===== src/rtl/scope_cmd_pkg.sv =====
// Shared types and constants for the scope host command decoder.
package scope_cmd_pkg;

   localparam int REG_ADDR_W = 7;
   localparam int REG_DATA_W = 16;

   localparam logic [7:0] SYNC_BYTE = 8'hA5;
   localparam logic [7:0] ACK_BYTE  = 8'h06;
   localparam logic [7:0] NAK_BYTE  = 8'h15;

   typedef enum logic [3:0] {
      ST_IDLE, ST_ADDR, ST_DHI, ST_DLO, ST_CHK,
      ST_EXEC, ST_RD_WAIT, ST_TX_ACK, ST_TX_RHI, ST_TX_RLO
   } state_e;

   // States in which an arriving byte cannot be parsed and is discarded.
   function automatic logic is_reply_state(input state_e s);
      return s inside {ST_EXEC, ST_RD_WAIT, ST_TX_ACK, ST_TX_RHI, ST_TX_RLO};
   endfunction

endpackage


===== src/rtl/scope_tx_byte_issuer.sv =====
// Turns a held byte request into one new_tx_data pulse, then blocks for the pulse
// cycle and one guard cycle before honouring tx_busy again. Issue latency: 1 cycle.
module scope_tx_byte_issuer (
   input  logic       clk,
   input  logic       rst_n,
   input  logic       req_vld,
   input  logic [7:0] req_dat,
   output logic       req_ack,
   input  logic       tx_busy,
   output logic [7:0] tx_data,
   output logic       new_tx_data
);

   logic       new_tx_q, new_tx_d;
   logic       guard_q, guard_d;
   logic [7:0] tx_data_q, tx_data_d;

   always_comb begin
      req_ack   = req_vld && !new_tx_q && !guard_q && !tx_busy;
      new_tx_d  = req_ack;
      guard_d   = new_tx_q;
      tx_data_d = req_ack ? req_dat : tx_data_q;
   end

   always_ff @(posedge clk or negedge rst_n) begin
      if (!rst_n) begin
         new_tx_q  <= 1'b0;
         guard_q   <= 1'b0;
         tx_data_q <= '0;
      end else begin
         new_tx_q  <= new_tx_d;
         guard_q   <= guard_d;
         tx_data_q <= tx_data_d;
      end
   end

   assign new_tx_data = new_tx_q;
   assign tx_data     = tx_data_q;

endmodule


===== src/rtl/scope_cmd_rx.sv =====
// Parses SYNC/ADDR/DHI/DLO/CHK frames into register bus accesses and replies ACK/NAK (plus read data).
// Latency: reg_we/reg_re one cycle after the CHK strobe; reply issued via scope_tx_byte_issuer.
// Backpressure: replies wait on tx_busy; bytes arriving during EXEC/RD_WAIT/TX_* are dropped (rx_drop).
module scope_cmd_rx
    import scope_cmd_pkg::*;
    #(parameter int TIMEOUT_CYCLES = 500000)
    (
    input  logic                  clk,
    input  logic                  rst_n,
    input  logic [7:0]            rx_data,
    input  logic                  new_rx_data,
    output logic [7:0]            tx_data,
    output logic                  new_tx_data,
    input  logic                  tx_busy,
    output logic [REG_ADDR_W-1:0] reg_addr,
    output logic [REG_DATA_W-1:0] reg_wdata,
    output logic                  reg_we,
    output logic                  reg_re,
    input  logic [REG_DATA_W-1:0] reg_rdata,
    output logic                  rx_drop
);

    state_e                state_q, state_d;
    logic [7:0]            addr_q, addr_d, dhi_q, dhi_d, dlo_q, dlo_d, xor_q, xor_d;
    logic                  nak_q, nak_d;
    logic [REG_DATA_W-1:0] hold_q, hold_d;
    logic [REG_ADDR_W-1:0] reg_addr_q, reg_addr_d;
    logic [REG_DATA_W-1:0] reg_wdata_q, reg_wdata_d;
    logic                  reg_we_q, reg_we_d, reg_re_q, reg_re_d, rx_drop_q, rx_drop_d;
    logic                  req_vld, req_ack;
    logic [7:0]            req_dat;
`ifdef CMD_TIMEOUT_EN
    localparam logic [19:0] TO_LAST = 20'(TIMEOUT_CYCLES - 1);
    logic [19:0]           to_cnt_q, to_cnt_d;
`endif

    always_comb begin
        req_vld = state_q inside {ST_TX_ACK, ST_TX_RHI, ST_TX_RLO};
        case (state_q)
            ST_TX_RHI: req_dat = hold_q[15:8];
            ST_TX_RLO: req_dat = hold_q[7:0];
            default:   req_dat = nak_q ? NAK_BYTE : ACK_BYTE;
        endcase
    end

    always_comb begin
        state_d     = state_q;
        addr_d      = addr_q;
        dhi_d       = dhi_q;
        dlo_d       = dlo_q;
        xor_d       = xor_q;
        nak_d       = nak_q;
        hold_d      = hold_q;
        reg_addr_d  = reg_addr_q;
        reg_wdata_d = reg_wdata_q;
        reg_we_d    = 1'b0;
        reg_re_d    = 1'b0;
        rx_drop_d   = new_rx_data && is_reply_state(state_q);
        case (state_q)
            ST_IDLE: if (new_rx_data && rx_data == SYNC_BYTE) begin
                state_d = ST_ADDR;
                xor_d   = '0;
                nak_d   = 1'b0;
            end
            ST_ADDR: if (new_rx_data) begin
                addr_d  = rx_data;
                xor_d   = xor_q ^ rx_data;
                state_d = ST_DHI;
            end
            ST_DHI: if (new_rx_data) begin
                dhi_d   = rx_data;
                xor_d   = xor_q ^ rx_data;
                state_d = ST_DLO;
            end
            ST_DLO: if (new_rx_data) begin
                dlo_d   = rx_data;
                xor_d   = xor_q ^ rx_data;
                state_d = ST_CHK;
            end
            // Bus strobe and its address/data are registered on the same edge as EXEC entry.
            ST_CHK: if (new_rx_data) begin
                if (rx_data == xor_q) begin
                    state_d     = ST_EXEC;
                    reg_addr_d  = addr_q[6:0];
                    reg_wdata_d = {dhi_q, dlo_q};
                    reg_we_d    = !addr_q[7];
                    reg_re_d    = addr_q[7];
                end else begin
                    nak_d   = 1'b1;
                    state_d = ST_TX_ACK;
                end
            end
            ST_EXEC:    state_d = addr_q[7] ? ST_RD_WAIT : ST_TX_ACK;
            ST_RD_WAIT: begin
                hold_d  = reg_rdata;
                state_d = ST_TX_ACK;
            end
            ST_TX_ACK: if (req_ack) state_d = (addr_q[7] && !nak_q) ? ST_TX_RHI : ST_IDLE;
            ST_TX_RHI: if (req_ack) state_d = ST_TX_RLO;
            ST_TX_RLO: if (req_ack) state_d = ST_IDLE;
            default:   state_d = ST_IDLE;
        endcase
`ifdef CMD_TIMEOUT_EN
        to_cnt_d = '0;
        if (state_q inside {ST_ADDR, ST_DHI, ST_DLO, ST_CHK} && !new_rx_data) begin
            if (to_cnt_q == TO_LAST) state_d = ST_IDLE;
            else                     to_cnt_d = to_cnt_q + 20'd1;
        end
`endif
    end

    always_ff @(posedge clk or negedge rst_n) begin
        if (!rst_n) begin
            state_q     <= ST_IDLE;
            addr_q      <= '0;
            dhi_q       <= '0;
            dlo_q       <= '0;
            xor_q       <= '0;
            nak_q       <= 1'b0;
            hold_q      <= '0;
            reg_addr_q  <= '0;
            reg_wdata_q <= '0;
            reg_we_q    <= 1'b0;
            reg_re_q    <= 1'b0;
            rx_drop_q   <= 1'b0;
`ifdef CMD_TIMEOUT_EN
            to_cnt_q    <= '0;
`endif
        end else begin
            state_q     <= state_d;
            addr_q      <= addr_d;
            dhi_q       <= dhi_d;
            dlo_q       <= dlo_d;
            xor_q       <= xor_d;
            nak_q       <= nak_d;
            hold_q      <= hold_d;
            reg_addr_q  <= reg_addr_d;
            reg_wdata_q <= reg_wdata_d;
            reg_we_q    <= reg_we_d;
            reg_re_q    <= reg_re_d;
            rx_drop_q   <= rx_drop_d;
`ifdef CMD_TIMEOUT_EN
            to_cnt_q    <= to_cnt_d;
`endif
        end
    end

    assign reg_addr  = reg_addr_q;
    assign reg_wdata = reg_wdata_q;
    assign reg_we    = reg_we_q;
    assign reg_re    = reg_re_q;
    assign rx_drop   = rx_drop_q;

    scope_tx_byte_issuer u_tx (
        .clk        (clk),
        .rst_n      (rst_n),
        .req_vld    (req_vld),
        .req_dat    (req_dat),
        .req_ack    (req_ack),
        .tx_busy    (tx_busy),
        .tx_data    (tx_data),
        .new_tx_data(new_tx_data)
    );

endmodule


===== config.mk =====
export PLATFORM = sky130hd
export DESIGN_NAME = scope_cmd_rx
export DESIGN_NICKNAME = d
export VERILOG_FILES = /design/src/rtl/scope_cmd_pkg.sv /design/src/rtl/scope_tx_byte_issuer.sv /design/src/rtl/scope_cmd_rx.sv
export SDC_FILE = /design/constraint.sdc
export NUM_CORES = 1
export LEC_CHECK = 0
export BUFFER_PORTS_ARGS = -buffer_cell sky130_fd_sc_hd__buf_2
export CAP_MARGIN = 20
export CORE_MARGIN = 2
export CORE_UTILIZATION = 25
export DETAILED_ROUTE_END_ITERATION = 8
export GPL_TIMING_DRIVEN = 0
export SYNTH_ARGS = -nofsm -noshare
export SYNTH_HDL_FRONTEND = slang
export SYNTH_SLANG_ARGS = --single-unit

===== constraint.sdc =====
create_clock -name clk -period 1.8 [get_ports clk]
set_input_delay 0.36 -clock clk [delete_from_list [all_inputs] [get_ports clk]]
set_output_delay 0.36 -clock clk [all_outputs]
set_load 0.005 [all_outputs]

==> Word-level counts from Yosys, hierarchy flattened <==
Index checks and enable logic that the tools add are counted.
Widths: inputs -> output; s select.
{ "op_classes": {"n_eq_ne": 21, "muxes": 27, "n_bitwise": 1, "reduce_logical": 24} }
{ "ops": {"columns": ["cell", "count"], "rows": [
  ["$pmux 4 s10", 1],
  ["$mux 4", 9],
  ["$pmux 8 s2", 2],
  ["$eq 4x3->1 const B", 4],
  ["$mux 8", 2],
  ["$ne 2x2->1 const B", 6],
  ["$mux 1", 10],
  ["$eq 4x2->1 const B", 2],
  ["$eq 4x4->1 const B", 2],
  ["$eq 8x8->1", 1],
  ["$eq 8x8->1 const B", 1],
  ["$ne 2x1->1 const B", 4],
  ["$reduce_and 8->1", 1],
  ["$xor 8x8->8", 1],
  ["$logic_and 1x1->1", 6],
  ["$reduce_and 2->1", 3],
  ["$reduce_and 3->1", 2],
  ["$logic_not 1->1", 5],
  ["$mux 5", 1],
  ["$reduce_bool 5->1", 1],
  ["$eq 4x1->1 const B", 1],
  ["$logic_not 4->1", 1],
  ["$reduce_and 4->1", 1],
  ["$reduce_bool 2->1", 2],
  ["other kinds (4)", 4]
]} }
{ "totals": {"reg_bits": 89, "inputBits": 28, "out_inout_bits": 35, "elab_cells": 88} }

==> Logic depth before layout (Yosys ltp) <==
Gate-level depths: netlist of the first run.
{ "logic_depth": {"word_depth": 7, "depth_mapped": 6, "depth_no_buf": 4} }

==> Cells and area by module <==
A second synthesis of the first run with hierarchy kept.
{ "unflattened": {"hier_cells": 281, "hier_area_um2": 3856.2} }
{ "modules_own_cells": {"columns": ["module", "instances", "cells_per_inst", "area_per_inst_um2", "seq_area_each_um2"], "rows": [
  ["scope_cmd_rx", 1, 262, 3492.1, 1976.9],
  ["scope_tx_byte_issuer", 1, 19, 364.1, 250.2]
]} }

==> Worst setup path before layout of the first run <==
Ideal clock, no wire load.
{ "synth_timing": {"path_kind": "reg2reg", "from": "reg state_q[0]", "to": "reg reg_addr_q[1], in the netlist reg_addr[1]", "arrival_ns": 1.596, "required_ns": 1.675, "setup_slack_ns": 0.079, "stages_incl_launch_ff": 7, "n_path_buf": 2, "synth_period_minus_slack_ns": 1.721, "path_cell_list": "dfrtp_1 buf_6 nor2_4 nand4b_2 nor3_4 buf_6 mux2_2"} }
{ "synth_via": {"elab_chain_cells": 2} }
{ "synth_lines": {"columns": ["item", "line", "rtl"], "rows": [
  ["from (decl)", "scope_cmd_rx.sv:23", "state_e state_q, state_d;"],
  ["from (signal assigned)", "scope_cmd_rx.sv:130", "state_q <= state_d;"],
  ["$eq 4x3->1", "scope_cmd_rx.sv:59", "case (state_q)"],
  ["$reduce_and 3->1 (no line)", null, null],
  ["to (signal assigned)", "scope_cmd_rx.sv:137", "reg_addr_q <= reg_addr_d;"],
  ["to (decl)", "scope_cmd_rx.sv:27", "logic [REG_ADDR_W-1:0] reg_addr_q, reg_addr_d;"]
]} }
No other way between the ends.
A chain may end at the register's enable or synchronous reset.

==> Final worst setup path of the first run <==
{ "layout_timing": {"from": "reg xor_q[0]", "to": "reg reg_wdata_q[8], in the netlist reg_wdata[8]"} }
{ "layout_via": {"elab_chain_cells": 2} }
{ "layout_lines": {"columns": ["item", "line", "rtl"], "rows": [
  ["from (decl)", "scope_cmd_rx.sv:24", "logic [7:0] addr_q, addr_d, dhi_q, dhi_d, dlo_q, dlo_d, xor_q, xor_d;"],
  ["from (signal assigned)", "scope_cmd_rx.sv:134", "xor_q <= xor_d;"],
  ["$eq 8x8->1", "scope_cmd_rx.sv:82", "if (rx_data == xor_q) begin"],
  ["$reduce_and 3->1 (no line)", null, null],
  ["to (signal assigned)", "scope_cmd_rx.sv:138", "reg_wdata_q <= reg_wdata_d;"],
  ["to (decl)", "scope_cmd_rx.sv:28", "logic [REG_DATA_W-1:0] reg_wdata_q, reg_wdata_d;"]
]} }
No other way between the ends.

==> results of run 1 <==
cells by family after synthesis:
group	Yosys count	synth area share
AO/OA/AOI/OAI	49	0.0860
XOR/XNOR	8	0.0182
buffers and inverters	15	0.0240
flip-flops	89	0.577
multiplexers	65	0.189
AND/OR/NAND/NOR	62	0.105
sequential cells by signal, indices dropped and copies added (netlist names), 4 cells and up:
signal,flops
hold_q,16
reg_wdata,16
addr_q,8
dhi_q,8
dlo_q,8
u_tx.tx_data,8
xor_q,8
reg_addr,7
state_q,4
through the flow:
stage	util	setup slack [ns]	hold slack, ns	instance area [µm²]	TNS, ns
global placement	0.290	-0.393	0.422	4400	-41.55
global route	0.332	-0.0480	0.241	5030	-0.590
detailed placement	0.292	-0.309	0.289	4430	-8.02
finish	0.332	0.0390	0.254	5030	0
CTS	0.318	-0.0378	0.242	4820	-0.238
floorplan	-	0.0792	0.0644	3860	0
power by group through the flow:
stage / sequential, mW / clock, mW / combinational (mW)
floorplan: 3.06 / 0 / 1.59
global placement: 3.15 / 0 / 2.04
detailed placement: 3.18 / 0 / 2.13
CTS: 3.16 / 2.08 / 2.18
global route: 3.26 / 2.15 / 2.49
finish: 3.18 / 2.01 / 2.26
final cells by class:
| class | instances | area [µm²] | share of cell area |
|---|---|---|---|
| multi-input cells | 184 | 1670 | 0.331 |
| inverters | 3 | 11.3 | 0.00224 |
| clock inverters | 6 | 90.1 | 0.0179 |
| clock buffers | 10 | 229 | 0.0455 |
| flip-flops and latches | 89 | 2230 | 0.442 |
| repair buffers | 75 | 480 | 0.0954 |
| plain buffers | 11 | 95.1 | 0.0189 |
| well taps | 188 | 235 | 0.0467 |
how the worst max path moves through the flow:
stage,end,slack [ns],cells past startpoint
2_1_floorplan,reg_addr[1]$_DFFE_PN0P_,0.08,6
3_3_place_gp,hold_q[3]$_DFFE_PN0P_,-0.39,1
3_5_place_dp,reg_wdata[4]$_DFFE_PN0P_,-0.31,6
4_1_cts,reg_addr[1]$_DFFE_PN0P_,-0.04,7
5_1_grt,reg_wdata[8]$_DFFE_PN0P_,-0.05,6
6_report,reg_wdata[8]$_DFFE_PN0P_,0.04,6
routing by layer:
layer	vias to the layer above	track usage
li1	1225	-
met1	1336	0.145
met2	97	0.181
met3	9	0.0359
met4	0	0.0291
met5	-	0
timing repair:
item,4_1_cts,5_1_grt
pin swaps,4,9
buffers inserted,5,5
endpoints found under the hold margin,24,0
hold buffers,1,0
setup endpoints to repair,43,62
resized for setup,3,40
gates cloned,1,1
synth_stat cells (2+ instances only):
library cell  number
nand4_1            2
mux2_2            59
xnor2_1            8
a22oi_1            4
o31ai_1            8
nand3b_1           2
mux2_1             4
and2_1             2
nand2_1            5
nand2b_1          10
or2_2              3
o21ai_0           13
dfrtp_1           89
buf_4              2
inv_1              3
nor3_1             9
o22a_1             4
mux2i_1            2
a21oi_1            8
a211oi_1           2
buf_6              3
a31oi_1            2
buf_2              5
nor2_1            12
cells in the final DEF, fill, tap and decap left out, drive strengths merged, types with 8 or more instances in the layout:
master	count
dfrtp	89
xnor2	8
nor2	14
nor3	10
nand2b	10
o31ai	8
clkbuf	13
buf	82
o21ai	13
a21oi	9
mux2	63
==> results.tsv, run 1 <==
stage	metric	value	unit
grt	first-pass GRT wire length	14.4	mm
yosys	number of synthesized flops with an enable pin	0	
floorplan	number of placement rows	45	
power	total power draw	7.45	mW
placed_design	final RePlAce weighted congestion	0.772	
sta	Slew HR	0.623	
setup_path	FF-to-FF Start	xor_q[0]$_DFFE_PN0P_	
power	P_sw	2.32	mW
grt	initial antenna violation count	0	
yosys	post-synth top area share	0.577	
route	via count	2667	
min_path	Min-Delay Endpoint	hold_q[14]$_DFFE_PN0P_	
grt	number of global-route vias before repair	2741	
clock_network	Clock Root Buffer	clkbuf_16	
yosys	Synth Instances	288	
min_path	min-delay worst type	in -> reg	
sta	Clock Skews	0.00779	ns
sta	Fin. Hold Viols	0	
setup_path	CP Launch Point	xor_q[0]$_DFFE_PN0P_	
yosys	leading area contributor after synthesis	dfrtp_1	
route	DR WL/cell	16.1	µm
sta	RSZ-0062 raised after global routing	true	
route	Metal-1 WL	4.16	mm
yosys	Mapped Area	3860	µm²
flow_run	Max-Cap Viols	0	
setup_path	critical path's slowest cell	dfrtp_1	
setup_path	CP Max Fanout	6	
grt	GRT Total Usage	0.112	
clock_network	total CTS buffers	9	
final_layout	number of fill cells in the layout	1491	
power	Peak VDD IR	0.739	mV
clock_network	CTS sink cnt	89	
grt	GR Overflow Total	0	
clock_network	H-tree depth	3	
clock_network	Clock Pin Slew Worst Setup and Hold Paths	0.07	ns
route	drt first pass iters	4	
sta	clock period minus final worst setup slack	1.76	ns
sta	number of setup violations in the final report	0	
min_path	HP Start	reg_rdata[14]	
clock_network	CTS tree	built	
setup_path	Worst Path Arrival	1.98	ns
yosys	Synth area leaders	dfrtp_1 (58%), mux2_2 (17%), xnor2_1 (1.8%)	
floorplan	Core ar.	15100	µm²
power	Seq pwr share	0.427	
power	Leakage	2.28	nW
yosys	Synth Net Count	316	
final_layout	final std cells w/o fill	566	
clock_network	Longest Clk Path Bufs	2	
yosys	Post-synth ARST share	1.00	
placed_design	Post-DP HPWL	6.03	mm
final_layout	Layout area overhead	30.5	%
floorplan	I/O Pins	63	
yosys	register area share after synthesis	0.577	
placed_design	Cell Count Post-Placement	538	
route	Antenna Violating Nets Remaining	0	
setup_path	buffers plus inverters on the worst setup path	2	
setup_path	Worst R2R Path Depth	6	
final_layout	share of cells above drive strength 1	0.479	
placed_design	number of port buffers	61	
yosys	Post-synth top flop	dfrtp_1	
setup_path	CP cell instances	xnor2_1, nand4_2, nor3_4, buf_12, clkbuf_16, mux2_4	
route	Starting DRT DRC Count	208	
power	clock share of power	0.270	
route	met2 WL	4.30	mm
sta	fin crit share	0.978	
setup_path	CP Class	reg -> reg	
sta	pins over their slew limit	0	
power	sw frac	0.311	
final_layout	# nets final	401	
final_layout	diodes inserted	0	
power	pwr dens	1480	nW/µm²
yosys	Ys Warns	0	
route	WL met3	565	µm
route	WL final	9.09	mm
power	P_int	5.13	mW
setup_path	critical path's largest stage delay	0.41	ns
setup_path	reg2reg setup slack	0.04	ns
setup_path	reg-to-reg endpoint	reg_wdata[8]$_DFFE_PN0P_	
floorplan	full die area	16400	µm²
yosys	post-synth cell types	51	
sta	Peak Freq	568	MHz
yosys	Synth Register Bits	89	
setup_path	CP Launch Type	register	
sta	worst-margin pin slew	0.564	ns
route	Top Metal Used	met4	
floorplan	initial core utilization	0.255	
min_path	Hold Crit Depth	2	
yosys	syn avg cell area	13.4	µm²
clock_network	Worst-Skew Late Latency	0.34	ns
setup_path	Worst Path Required	2.02	ns
route	vias per cell	4.71	
setup_path	critical path endpoint category	register	
outcome	status	completed	
grt	largest net degree at the start of global routing	66	
power	Comb pwr share	0.303	
setup_path	Top delay family on crit path	simple AND/OR/NAND/NOR gates	
floorplan	Die X-Extent	128	µm
floorplan	Die Ht	128	µm
route	residual DRC count	0	
No activity file was read; power rests on OpenSTA's default activity.
==> inputs of run 2 (changes only) <==
- RECOVER_POWER: default -> 25
- clock period: 1.8 -> 1.45 ns (I/O delays scaled with it)
==> run 2 against run 1 <==
Net effect: the flow now finishes with violations (setup timing); wire length increased by 19%; critical endpoint is now reg_wdata[0]$_DFFE_PN0P_; global-route usage increased by 1.3 points; via count increased by 9.4%; sequential power increased by 27%; highest routed layer unchanged; utilization increased by 5.8 points; critical path type unchanged; critical path depth increased by 1; combinational power increased by 110%; sequential cell count unchanged.
==> results.tsv, run 2 (synthesis results as in run 1) <==
stage	metric	value	unit	change
outcome	status	finished, violations left		
outcome	failing checks	setup timing		
setup_path	CP cell instances	buf_6, nor2_4, nand4b_4, nor3_4, buf_6, buf_8, mux2_4		
sta	setup TNS	-14.46	ns	-14.46 ns
floorplan	Die X-Extent	128	µm	unchanged
grt	GR Overflow Total	0		unchanged
sta	fin crit share	1.19		+0.215
clock_network	CTS sink cnt	89		unchanged
final_layout	share of cells above drive strength 1	0.624		+0.145
grt	met2 GRT Util	0.200		+0.0191
grt	met3 usage	0.0334		-0.00250
floorplan	initial core utilization	0.255		unchanged
placed_design	final RePlAce weighted congestion	0.774		+0.18%
clock_network	Worst-Skew Late Latency	0.34	ns	about the same
grt	initial antenna violation count	0		unchanged
route	WL final	10.8	mm	+19%
setup_path	Top delay family on crit path	simple AND/OR/NAND/NOR gates		
setup_path	CP Launch Type	register		
placed_design	number of port buffers	61		unchanged
sta	worst-margin pin slew	0.904	ns	+0.340 ns
grt	largest net degree at the start of global routing	56		-15%
setup_path	Worst Path Required	1.67	ns	-0.35 ns
setup_path	CP Class	reg -> reg		
setup_path	critical path's largest stage delay	0.38	ns	-0.03 ns
clock_network	Longest Clk Path Bufs	2		unchanged
clock_network	Clock Pin Slew Worst Setup and Hold Paths	0.06	ns	about the same
route	DR WL/cell	17.8	µm	+11%
floorplan	I/O Pins	63		unchanged
route	residual DRC count	0		unchanged
setup_path	CP Max Fanout	5		-1
sta	RSZ-0062 raised after global routing	true		
final_layout	Layout area overhead	53.2	%	
setup_path	CP most frequent cell	buf_6		
clock_network	H-tree depth	3		unchanged
power	Leakage	2.72	nW	+19%
final_layout	most frequent cells in the layout	dfrtp_1 (87), buf_2 (61), mux2_4 (55)		
clock_network	Clock Root Buffer	clkbuf_16		
power	pwr dens	1900	nW/µm²	+29%
clock_network	total CTS buffers	9		unchanged
floorplan	number of placement rows	45		unchanged
grt	most used routing layer in global routing	met2		
route	drt first pass iters	4		unchanged
grt	GRT Total Usage	0.125		+0.0128
grt	met1 GRT Util	0.168		+0.0227
final_layout	number of fill cells in the layout	1416		-5.0%
floorplan	full die area	16400	µm²	unchanged
min_path	min-delay worst type	in -> reg		
sta	Clock Skews	0.00978	ns	+0.00199 ns
route	Antenna Violating Nets Remaining	0		unchanged
sta	number of setup violations in the final report	78		+78
floorplan	Die Ht	128	µm	unchanged
sta	pins over their slew limit	0		unchanged
setup_path	buffers plus inverters on the worst setup path	3		+1
sta	setup slack after layout	-0.281	ns	-0.320 ns
grt	first-pass GRT wire length	16.1	mm	+12%
route	via count	2918		+9.4%
route	vias per cell	4.80		+1.9%
final_layout	diodes inserted	0		unchanged
route	Starting DRT DRC Count	193		-7.2%
final_layout	# nets final	443		+10%
sta	Peak Freq	578	MHz	+1.8%
setup_path	Worst Path Arrival	1.95	ns	-0.03 ns
power	Peak VDD IR	1.12	mV	+51%
grt	number of global-route vias before repair	2991		+9.1%
setup_path	critical path endpoint category	register		
sta	clock period minus final worst setup slack	1.73	ns	-0.0303 ns
placed_design	Post-DP HPWL	6.18	mm	+2.4%
sta	WHS	0.181	ns	-0.0730 ns
sta	Fin. Hold Viols	0		unchanged
setup_path	critical path's slowest cell	dfrtp_1		
sta	Slew HR	0.397		-0.226
clock_network	CTS tree	built		
flow_run	Max-Cap Viols	0		unchanged
final_layout	commonest non-fill, non-tap cell in the layout	dfrtp_1		
floorplan	Core ar.	15100	µm²	unchanged
[run 2: stage by stage]
step	instances	util	area [µm²]	total power [mW]	setup slack, ns
final	608	0.390	5910	11.2	-0.281
after global routing	608	0.390	5910	11.9	-0.332
after CTS	586	0.351	5310	9.94	-0.251
after detailed placement	538	0.296	4480	6.73	-0.598
after global placement	537	0.294	4450	6.57	-0.839
after floorplan	288	-	3910	5.89	-0.230
[run 2: report_power, final]
part / switching, mW / internal, mW / leakage (nW)
clock network: 1.02 / 1.36 / 0.143
logic: 1.99 / 2.82 / 1.46
registers: 0.668 / 3.38 / 1.11
total: 3.68 / 7.56 / 2.72
[run 2: routing by layer]
layer,part of all wire,wire length (µm)
met1,0.44,4760
met2,0.51,5510
met3,0.041,443
met4,0.0094,102
met5,0,0
[run 2: repair_timing]
item                                   4_1_cts  5_1_grt
setup buffers                               28       22
endpoints found under the hold margin       34        0
gates cloned                                 4        2
gates resized for setup                     76       88
pin swaps                                   12       21
setup endpoints to repair                   84       84
hold buffers                                 1        0
[run 2: worst paths after layout]
| check | from | endpoint | slack (ns) | depth (start not counted) |
|---|---|---|---|---|
| setup / recovery | state_q[0]$_DFFE_PN0P_ | reg_wdata[0]$_DFFE_PN0P_ | -0.28 | 7 |
| setup reg to reg | state_q[0]$_DFFE_PN0P_ | reg_wdata[0]$_DFFE_PN0P_ | -0.28 | 7 |
| max in group asynchronous | rst_n | state_q[1]$_DFFE_PN0P_ | 0.05 | 3 |
| hold / removal | reg_rdata[13] | hold_q[13]$_DFFE_PN0P_ | 0.18 | 2 |
| hold reg to reg | reg_wdata[15]$_DFFE_PN0P_ | reg_wdata[15]$_DFFE_PN0P_ | 0.50 | 1 |
| min in group asynchronous | rst_n | reg_addr[5]$_DFFE_PN0P_ | 0.61 | 2 |
[run 2: area by class of cell]
type | instances | area, µm² | share of cell area
sequential | 89 | 2230 | 0.377
multi-input combinational | 185 | 2080 | 0.353
timing repair buffer | 116 | 911 | 0.154
tap | 188 | 235 | 0.0398
clock buffer | 10 | 229 | 0.0387
buffer | 11 | 133 | 0.0224
clock inverter | 6 | 76.3 | 0.0129
inverter | 3 | 11.3 | 0.00191
[run 2: worst register-to-register path, delay by kind of cell, from the launching register on]
kind	cells	cell delay [ns]
buffers and inverters	3	0.41
DFF	1	0.38
and+or+nand+nor	3	0.52
muxes	1	0.30
